--- src/rtl/pwm_generator.sv ---
// pwm_generator: double-buffered, prescaled PWM waveform core.
// Ports: clock/reset (sync, active-high), enable (run control), load (capture strobe),
//        period_in/duty_in/prescale_in (new settings), pwm_out (registered waveform),
//        period_done (one-cycle wrap pulse), update_pending (settings waiting for a boundary),
//        count (active counter read-back).
module pwm_generator #(
  parameter int WIDTH = 16,
  parameter int PRESCALE_WIDTH = 8
) (
  input  logic                      clock,
  input  logic                      reset,
  input  logic                      enable,
  input  logic                      load,
  input  logic [WIDTH-1:0]          period_in,
  input  logic [WIDTH-1:0]          duty_in,
  input  logic [PRESCALE_WIDTH-1:0] prescale_in,
  output logic                      pwm_out,
  output logic                      period_done,
  output logic                      update_pending,
  output logic [WIDTH-1:0]          count
);
  logic [WIDTH-1:0] per_p, duty_p, per_a, duty_a;
  logic [PRESCALE_WIDTH-1:0] pre_p, pre_a, pcnt;
  logic tick, wrap, apply;
  always_comb begin
    tick = enable & (pcnt == pre_a);
    wrap = tick & (count == per_a);
    // Settings swap at a period boundary, or at once while stopped.
    apply = !enable | wrap;
  end
  always_ff @(posedge clock) begin
    if (reset) begin
      pcnt <= '0;
      count <= '0;
      period_done <= 1'b0;
      pwm_out <= 1'b0;
      update_pending <= 1'b0;
      per_p <= '0;
      duty_p <= '0;
      pre_p <= '0;
      per_a <= '0;
      duty_a <= '0;
      pre_a <= '0;
    end else begin
      pcnt <= (!enable || tick) ? '0 : pcnt + 1'b1;
      count <= !enable ? '0 : tick ? (wrap ? '0 : count + 1'b1) : count;
      period_done <= wrap;
      pwm_out <= enable & (count < duty_a);
      if (load) begin
        per_p <= period_in;
        duty_p <= duty_in;
        pre_p <= prescale_in;
      end
      // A load landing on a boundary bypasses the pending set entirely.
      if (apply && load) begin
        per_a <= period_in;
        duty_a <= duty_in;
        pre_a <= prescale_in;
      end else if (apply && update_pending) begin
        per_a <= per_p;
        duty_a <= duty_p;
        pre_a <= pre_p;
      end
      update_pending <= !apply & (load | update_pending);
    end
  end
endmodule

--- config.mk ---
export PLATFORM = sky130hd
export DESIGN_NAME = pwm_generator
export DESIGN_NICKNAME = d
export VERILOG_FILES = /design/src/rtl/pwm_generator.sv
export SDC_FILE = /design/constraint.sdc
export NUM_CORES = 1
export LEC_CHECK = 0
export BUFFER_PORTS_ARGS = -buffer_cell sky130_fd_sc_hd__buf_2
export CORE_MARGIN = 10
export CORE_UTILIZATION = 57
export CTS_CLUSTER_SIZE = 16
export DETAILED_ROUTE_END_ITERATION = 7
export PLACE_DENSITY = 0.88
export SYNTH_ARGS = -nofsm -noshare
export SYNTH_HDL_FRONTEND = slang
export SYNTH_SLANG_ARGS = --single-unit
--- constraint.sdc ---
create_clock -name clock -period 2.27 [get_ports clock]
set_input_delay 0.3405 -clock clock [delete_from_list [all_inputs] [get_ports clock]]
set_output_delay 0.3405 -clock clock [all_outputs]
set_load 0.05 [all_outputs]
==> metrics.yaml, run 1 <==
cts.sinks: 107
synth_top_cell_area_share_pct: 45.2
firstDrtPassIters: 5
rows: 33
cp-start-kind: "flip-flop"
ff_latch_area_sq_um: 2160
io_buffer_count: 62
vias: 3493
grt_max_degree: 54
crit_family: "simple AND/OR/NAND/NOR gates"
area.growth.synth_to_final_pct: 14.2
start_util_pct: 58.0
layout.nets: 604
ys_seq_area_share_pct: 45.2
yosysWarnings: 0
synthFlopType: "dfxtp_1"
async_flop_share_pct: 0
crit_slowest_cell: "dfxtp_2"
finalClockSkew_ps: 11.9
synthesis.nets: 538
hold_viol_final: 0
h-tree-depth: 3
initialDrtViolationCount: 226
synthTopCellsByCount: "dfxtp_1 (107), nor2_1 (80), mux2i_1 (39)"
nFillCells: 627
via_per_inst: 5.37
synth_edf_count: 0
worstSetupPathType: "flip-flop to flip-flop"
cts_tree: "done"
io_pins: 63
clockBufferDepth: 2
grtUsageTotal_pct: 16.5
cts_inserted_buffers: 9
status: "completed"
wire_per_inst_microns: 15.9
drv_slew: 0
r2r_slack_ps: 110
dp.final_hpwl_microns: 7880
power_w: 0.00398
clk_pin_slew_ps: 90
die_x_microns: 111
wl_microns: 10300
worstPathCellList: "xor2_1 -> nor4_2 -> nand4_1 -> o31ai_4 -> buf_12 -> mux2_2"
finalSetupViolCount: 0
die_y_microns: 111
grt_antenna_before_repair: 0
timing.final.crit_share_pct: 95.2
worst_pin_slew_ps: 489
grt-ovfl-total: 0
multiInputGateArea_sq_um: 2410
route.detailed.drc: 0
peakVddDrop_mv: 0.364
drive_gt1_share_pct: 26.9
hp-class: "primary input to flip-flop"
cts-root-buf: "clkbuf_8"
die_area_sq_um: 12400
cts_setup_buffers: 0
stdcell_area_sq_um: 5420
synth_cell_type_count: 38
drv_cap: 0
cp_max_fo: 27
p_per_area_nw_per_um2: 735
rsz0062_at_grt: "false"
required_ps: 2520
syn_inst: 477
critPathCaptureType: "flip-flop"
grt_pass1_vias: 3506
cpPeakStageDelay_ps: 380
max-slew-margin-rel_pct: 67.4
path_buf_inv: 1
p_leak_nw: 2.42
cts_hold_buffers: 0
ant_nets: 0
gp_congestion: 0.922
core_sq_um: 8180
dpl-instance-area_sq_um: 5200
synth.top_cells.by_area: "dfxtp_1 (45%), mux2_2 (8.8%), mux2i_1 (8.2%), nor2_1 (6.3%), ha_1 (4.5%)"
syn-cell-area_sq_um: 4740
post-route-min-period_ps: 2160
syn_area_per_cell_sq_um: 9.94
diodes: 0
ys_seq_elements: 107
worst_skew_pair.late_latency_ps: 360
crit_arrival_ps: 2420
grt_first_pass_wirelength_microns: 17000
synth_largest_area_cell: "dfxtp_1"
yosys.cell_count.top_type: "dfxtp_1"
max_freq_mhz: 463
==> flip-flops by register name (all words and copies together) (netlist names) <==
name,count
count,16
duty_a,16
duty_p,16
pcnt,8
per_a,16
per_p,16
period_done,1
pre_a,8
pre_p,8
pwm_out,1
update_pending,1
==> kinds of logic after synthesis <==
logic type / share of synthesized area (%)
DFF: 45.2
xor gates and xnor gates: 7.39
buffers and inverters: 4.06
and+or+nand+nor: 17.0
adders and majority gates: 4.48
muxes: 17.5
AOI/OAI and AO/OA: 4.41
==> path summary, 6_finish.rpt <==
check	startpoint	to	cells past startpoint
worst max-delay path	count[14]	duty_a[8]	6
worst min-delay path	period_in[11]	per_p[11]	3
worst max register to register	count[14]	duty_a[8]	6
worst min register to register	pcnt[0]	pcnt[0]	1
==> stage by stage <==
step	hold WS (ps)	utilization, %	setup TNS (ps)	std cells	setup WS (ps)
floorplan	460	-	0	477	20.8
global placement	483	63.7	0	637	59.7
detailed placement	485	63.7	-86.6	637	-14.9
CTS	217	66.2	0	651	36.8
global route	214	66.3	0	651	24.7
finish	230	66.3	0	651	109
==> worst register-to-register path, stage by stage (launching register included) <==
cell and delay (ps):
dfxtp_2 380, xor2_1 190, nor4_2 360, nand4_1 230
o31ai_4 300, buf_12 230, mux2_2 380
==> cell type report <==
cell class | instances | area share (%)
inverter | 19 | 1.32
timing repair buffer | 77 | 8.10
tap | 105 | 2.42
clock buffer | 9 | 2.29
clock inverter | 5 | 1.48
multi-input combinational | 329 | 44.6
sequential | 107 | 39.8
==> where the power goes <==
group	internal [W]	total, W	switching [W]	leakage (nW)
Clock	0.000607	0.00121	0.000601	0.0972
Combinational	0.000316	0.000713	0.000398	1.44
Sequential	0.00199	0.00206	0.0000658	0.882
==> routing by layer <==
layer | GRT usage, % | up-vias | wire length (microns)
li1 | - | 1747 | -
met1 | 19.3 | 1618 | 4350
met2 | 27.8 | 96 | 5090
met3 | 4.71 | 32 | 584
met4 | 6.26 | 0 | 294
met5 | 0 | - | 0
==> layout by cell type (no fill, tap or decap), types with 7 or more instances in the layout <==
master    netlist  final
xor2_1         23     23
inv_1          19     19
nor4_1         11     10
ha_1           17     17
buf_2           1     62
nor2_1         80     80
nor2b_1        25     25
nand3_1        10     10
dfxtp_1       107     94
mux2i_1        39     39
mux2_2         37     37
xnor2_1        17     17
nand4_1         7      7
buf_4           0     13
clkbuf_8        0      9
nand2_1         9      9
a21oi_1         9      9
dfxtp_2         0     13
==> what timing repair did <==
action,4_1_cts,5_1_grt
endpoints found under the hold margin,0,0
endpoints found under the setup margin,26,13
pin swaps,0,1
resized for setup,1,1
Note: power is estimated with default switching activity, not from simulation.
==> run 2, diff against run 1 <==
==> constraint.sdc (replaced) <==
create_clock -name clock -period 2.45 [get_ports clock]
set_input_delay 0.3675 -clock clock [delete_from_list [all_inputs] [get_ports clock]]
set_output_delay 0.3675 -clock clock [all_outputs]
set_load 0.05 [all_outputs]
==> metrics.yaml, run 2 (synthesized netlist as in run 1, its figures left out) <==
status: "completed"
grt_pass1_vias: 3651
cts_setup_buffers: 0
hp-class: "primary input to flip-flop"
cts_inserted_buffers: 9
grt_first_pass_wirelength_microns: 17500
cts_resized: 0
hold_viol_final: 0
timing.final.crit_share_pct: 96.0
multiInputGateArea_sq_um: 2410
critPathCaptureType: "flip-flop"
required_ps: 2720
worst_pin_slew_ps: 438
layout.nets: 609
cts_tree: "done"
clockBufferDepth: 2
drv_slew: 0
rsz0062_at_grt: "false"
clk_pin_slew_ps: 100
worstPathCellList: "xor2_1 -> nor4_1 -> nand4_1 -> o31ai_4 -> buf_4 -> mux2_2"
gp_congestion: 0.930
wl_microns: 10700
p_leak_nw: 2.45
rows: 33
r2r_slack_ps: 100
worst_skew_pair.late_latency_ps: 380
grt-ovfl-total: 0
die_y_microns: 111
cts-root-buf: "clkbuf_8"
firstDrtPassIters: 4
mostFrequentLayoutCells: "dfxtp_1 (107), nor2_1 (80), buf_2 (62)"
dp.final_hpwl_microns: 8080
dpl-instance-area_sq_um: 5240
drv_cap: 0
crit_slowest_cell: "nor4_1"
fin_util_pct: 66.6
finalSetupViolCount: 0
crit_arrival_ps: 2620
peakVddDrop_mv: 0.300
finalSetupTns_ps: 0
ant_nets: 0
vias: 3530
start_util_pct: 58.0
io_pins: 63
max-slew-margin-rel_pct: 70.5
diodes: 0
initialDrtViolationCount: 227
finalClockSkew_ps: 14.9
route.detailed.drc: 0
grt_antenna_before_repair: 0
nFillCells: 610
io_buffer_count: 62
wire_per_inst_microns: 16.2
p_per_area_nw_per_um2: 673
cp_max_fo: 18
die_x_microns: 111
die_area_sq_um: 12400
grt_max_degree: 83
drive_gt1_share_pct: 25.3
post-route-min-period_ps: 2350
worstSetupPathType: "flip-flop to flip-flop"
cts_hold_buffers: 0
max_freq_mhz: 425
area.growth.synth_to_final_pct: 14.8
h-tree-depth: 3
cp-start-kind: "flip-flop"
cts.sinks: 107
stdcell_area_sq_um: 5450
core_sq_um: 8180
layout_commonest_cell: "dfxtp_1"
grtUsageTotal_pct: 17.2
cpPeakStageDelay_ps: 440
ff_latch_area_sq_um: 2140
via_per_inst: 5.36
run 2: path summary, 6_finish.rpt:
kind	start	to	cells past startpoint
setup / recovery	count[7]	duty_a[1]	6
hold / removal	period_in[11]	per_p[11]	3
setup reg to reg	count[7]	duty_a[1]	6
hold reg to reg	per_p[3]	per_p[3]	2
run 2: critical path: cells and delay by family, from the launching register on:
family / cells / cell delay [ps]
AND/OR/NAND/NOR: 2 / 690
buffers and inverters: 1 / 330
XOR/XNOR: 1 / 160
multiplexers: 1 / 370
flip-flops: 1 / 340
AO/OA/AOI/OAI: 1 / 340
run 2: where the power goes:
group	leakage, nW	switching [W]	internal [W]
Combinational	1.47	0.000378	0.000289
Clock	0.101	0.000614	0.000484
Sequential	0.875	0.0000525	0.00185
run 2: per-layer routing:
layer	vias to the layer above	part of all wire [%]	global-route usage [%]
met5	-	0	0
met4	0	2.3	5.74
met3	29	6.5	5.63
met2	104	50	29.2
met1	1636	41	19.8
li1	1761	-	-
run 2: area by class of cell:
class / count / share of cell area, %
Clock buffer: 10 / 2.34
Clock inverter: 6 / 1.36
Inverter: 19 / 1.31
Multi-Input combinational cell: 329 / 44.3
Sequential cell: 107 / 39.3
Tap cell: 105 / 2.41
Timing Repair Buffer: 82 / 8.91
run 2: per-stage QoR:
step	total power, W	std cells	worst slack (ps)	hold slack [ps]
after floorplan	0.00242	477	55.4	460
after global placement	0.00256	642	165	481
after detailed placement	0.00260	642	58.5	490
after CTS	0.00368	658	47.9	233
after global routing	0.00383	658	24.9	244
final	0.00366	658	98.0	243
==> run 3, diff against run 2 <==
--- a/config.mk
+++ b/config.mk
@@ -5,12 +5,14 @@
 export SDC_FILE = /design/constraint.sdc
 export NUM_CORES = 1
 export LEC_CHECK = 0
+export ABC_AREA = 1
 export BUFFER_PORTS_ARGS = -buffer_cell sky130_fd_sc_hd__buf_2
+export CORE_ASPECT_RATIO = 1.75
 export CORE_MARGIN = 10
-export CORE_UTILIZATION = 57
+export CORE_UTILIZATION = 58
 export CTS_CLUSTER_SIZE = 16
 export DETAILED_ROUTE_END_ITERATION = 7
-export PLACE_DENSITY = 0.88
+export PLACE_DENSITY = 0.89
 export SYNTH_ARGS = -nofsm -noshare
 export SYNTH_HDL_FRONTEND = slang
 export SYNTH_SLANG_ARGS = --single-unit
==> metrics.yaml, run 3 <==
status: "completed"
gp_congestion: 0.882
comb_power_share_pct: 12.8
worst_skew_pair.late_latency_ps: 350
grt_antenna_before_repair: 0
rsz0062_at_grt: "false"
yosys.cell_count.top_type: "nand2_1"
synthTopCellsByCount: "nand2_1 (177), dfxtp_1 (107), nor2_1 (77)"
path_buf_inv: 2
max_freq_mhz: 459
drive_gt1_share_pct: 16.3
mostFrequentLayoutCells: "nand2_1 (177), dfxtp_1 (107), nor2_1 (77)"
cts_hold_buffers: 0
vias: 4315
synth_cell_type_count: 37
io_buffer_count: 62
area.growth.synth_to_final_pct: 15.1
swShare_pct: 25.6
post-route-min-period_ps: 2180
die_x_microns: 89.8
wl_met2_microns: 6600
timing.final.crit_share_pct: 88.9
ys_seq_area_share_pct: 43.4
met1_length_microns: 4850
grtUsageTotal_pct: 19.8
start_util_pct: 59.4
syn_inst: 655
hold_viol_final: 0
ant_nets: 0
cts_inserted_buffers: 9
synthFlopType: "dfxtp_1"
finalSetupTns_ps: 0
via_per_inst: 5.13
grt_max_degree: 46
cp_max_fo: 40
fin_util_pct: 68.4
synth_edf_count: 0
peakVddDrop_mv: 0.489
rows: 44
finalSetupViolCount: 0
p_leak_nw: 2.76
crit_family: "simple AND/OR/NAND/NOR gates"
crit_slowest_cell: "dfxtp_1"
grt_pass1_vias: 4382
yosysWarnings: 0
final_cells: 841
pwr-share-seq_pct: 51.5
required_ps: 2730
finalClockSkew_ps: 4.41
clockBufferDepth: 2
synth_top_cell_area_share_pct: 43.4
diodes: 0
firstDrtPassIters: 5
synth_largest_area_cell: "dfxtp_1"
met3WireLength_microns: 647
holdWs_ps: 281
drv_cap: 0
worstPathCellList: "nand2_1 -> nand2_1 -> nand3_1 -> nor2_1 -> nand2_1 -> nor2_2 -> nand2_4 -> nand2_4 -> nand2_4 -> inv_2 -> buf_12 -> o21ai_1 -> nor2_1"
synthesis.nets: 716
dpl-instance-area_sq_um: 5430
wl_microns: 12600
p_sw_w: 0.000933
hp-class: "primary input to flip-flop"
route.top_layer_used: "met4"
cts-root-buf: "clkbuf_16"
cpPeakStageDelay_ps: 510
cts_tree: "done"
io_pins: 63
initialDrtViolationCount: 228
syn-cell-area_sq_um: 4940
pwr-share-clk_pct: 35.7
crit_arrival_ps: 2460
drv_slew: 0
dp.cells: 828
cts.sinks: 107
max-slew-margin-rel_pct: 18.3
layout_commonest_cell: "nand2_1"
route.detailed.drc: 0
p_int_w: 0.00271
cts_setup_buffers: 0
worstSetupPathType: "flip-flop to flip-flop"
ys_seq_elements: 107
core_sq_um: 8310
clk_pin_slew_ps: 70
worst_pin_slew_ps: 1220
synth.top_cells.by_area: "dfxtp_1 (43%), nand2_1 (13%), nor2_1 (5.9%), mux2i_1 (5.5%), inv_1 (5.2%)"
die_area_sq_um: 12800
grt_first_pass_wirelength_microns: 20800
cts_resized: 0
wire_per_inst_microns: 15.0
syn_area_per_cell_sq_um: 7.54
stdcell_area_sq_um: 5690
layout.nets: 785
h-tree-depth: 3
p_per_area_nw_per_um2: 640
critPathCaptureType: "flip-flop"
async_flop_share_pct: 0
grt-ovfl-total: 0
dp.final_hpwl_microns: 9290
cp-start-kind: "flip-flop"
die_y_microns: 142
run 3: power by group through the flow:
stage,clock network (W),logic [W],registers [W]
after CTS,0.00131,0.000467,0.00187
final,0.00130,0.000465,0.00187
after floorplan,0,0.000333,0.00191
after detailed placement,0,0.000463,0.00191
after global placement,0,0.000441,0.00191
after global routing,0.00139,0.000526,0.00188
run 3: worst paths after layout:
check	start	end	slack [ps]	depth (start not counted)
worst max-delay path	count[9]	per_a[11]	270	13
worst max register to register	count[9]	per_a[11]	270	13
worst min register to register	pre_p[2]	pre_p[2]	450	2
worst min-delay path	duty_in[2]	duty_p[2]	280	3
run 3: stage by stage:
step / worst slack [ps] / total power, W
global route: 86.5 / 0.00379
CTS: 280 / 0.00365
detailed placement: 246 / 0.00238
global placement: 273 / 0.00235
finish: 271 / 0.00364
floorplan: 422 / 0.00225
run 3: worst min-delay path, delay by kind of cell:
kind | cells | cell delay, ps
AND/OR/NAND/NOR | 1 | 80
multiplexers | 1 | 70
buffers and inverters | 1 | 80
run 3: logic make-up after synthesis:
group	share of synthesized area, %
AO/OA/AOI/OAI	9.37
XOR/XNOR	4.08
adder cells (fa/ha/maj)	4.31
buffers and inverters	7.80
flip-flops	43.4
multiplexers	5.47
AND/OR/NAND/NOR	25.6
run 3: layer usage:
layer	up-vias	global-route usage, %
li1	2202	-
met1	1968	20.4
met2	112	36.6
met3	33	4.49
met4	0	10.0
met5	-	0
run 3: area by class of cell:
class | count | area (sq um)
clock buffer | 10 | 239
clock inverter | 3 | 17.5
fill | 672 | 2630
inverter | 71 | 267
multi-input combinational | 454 | 2410
sequential | 107 | 2140
tap | 115 | 144
timing repair buffer | 81 | 465
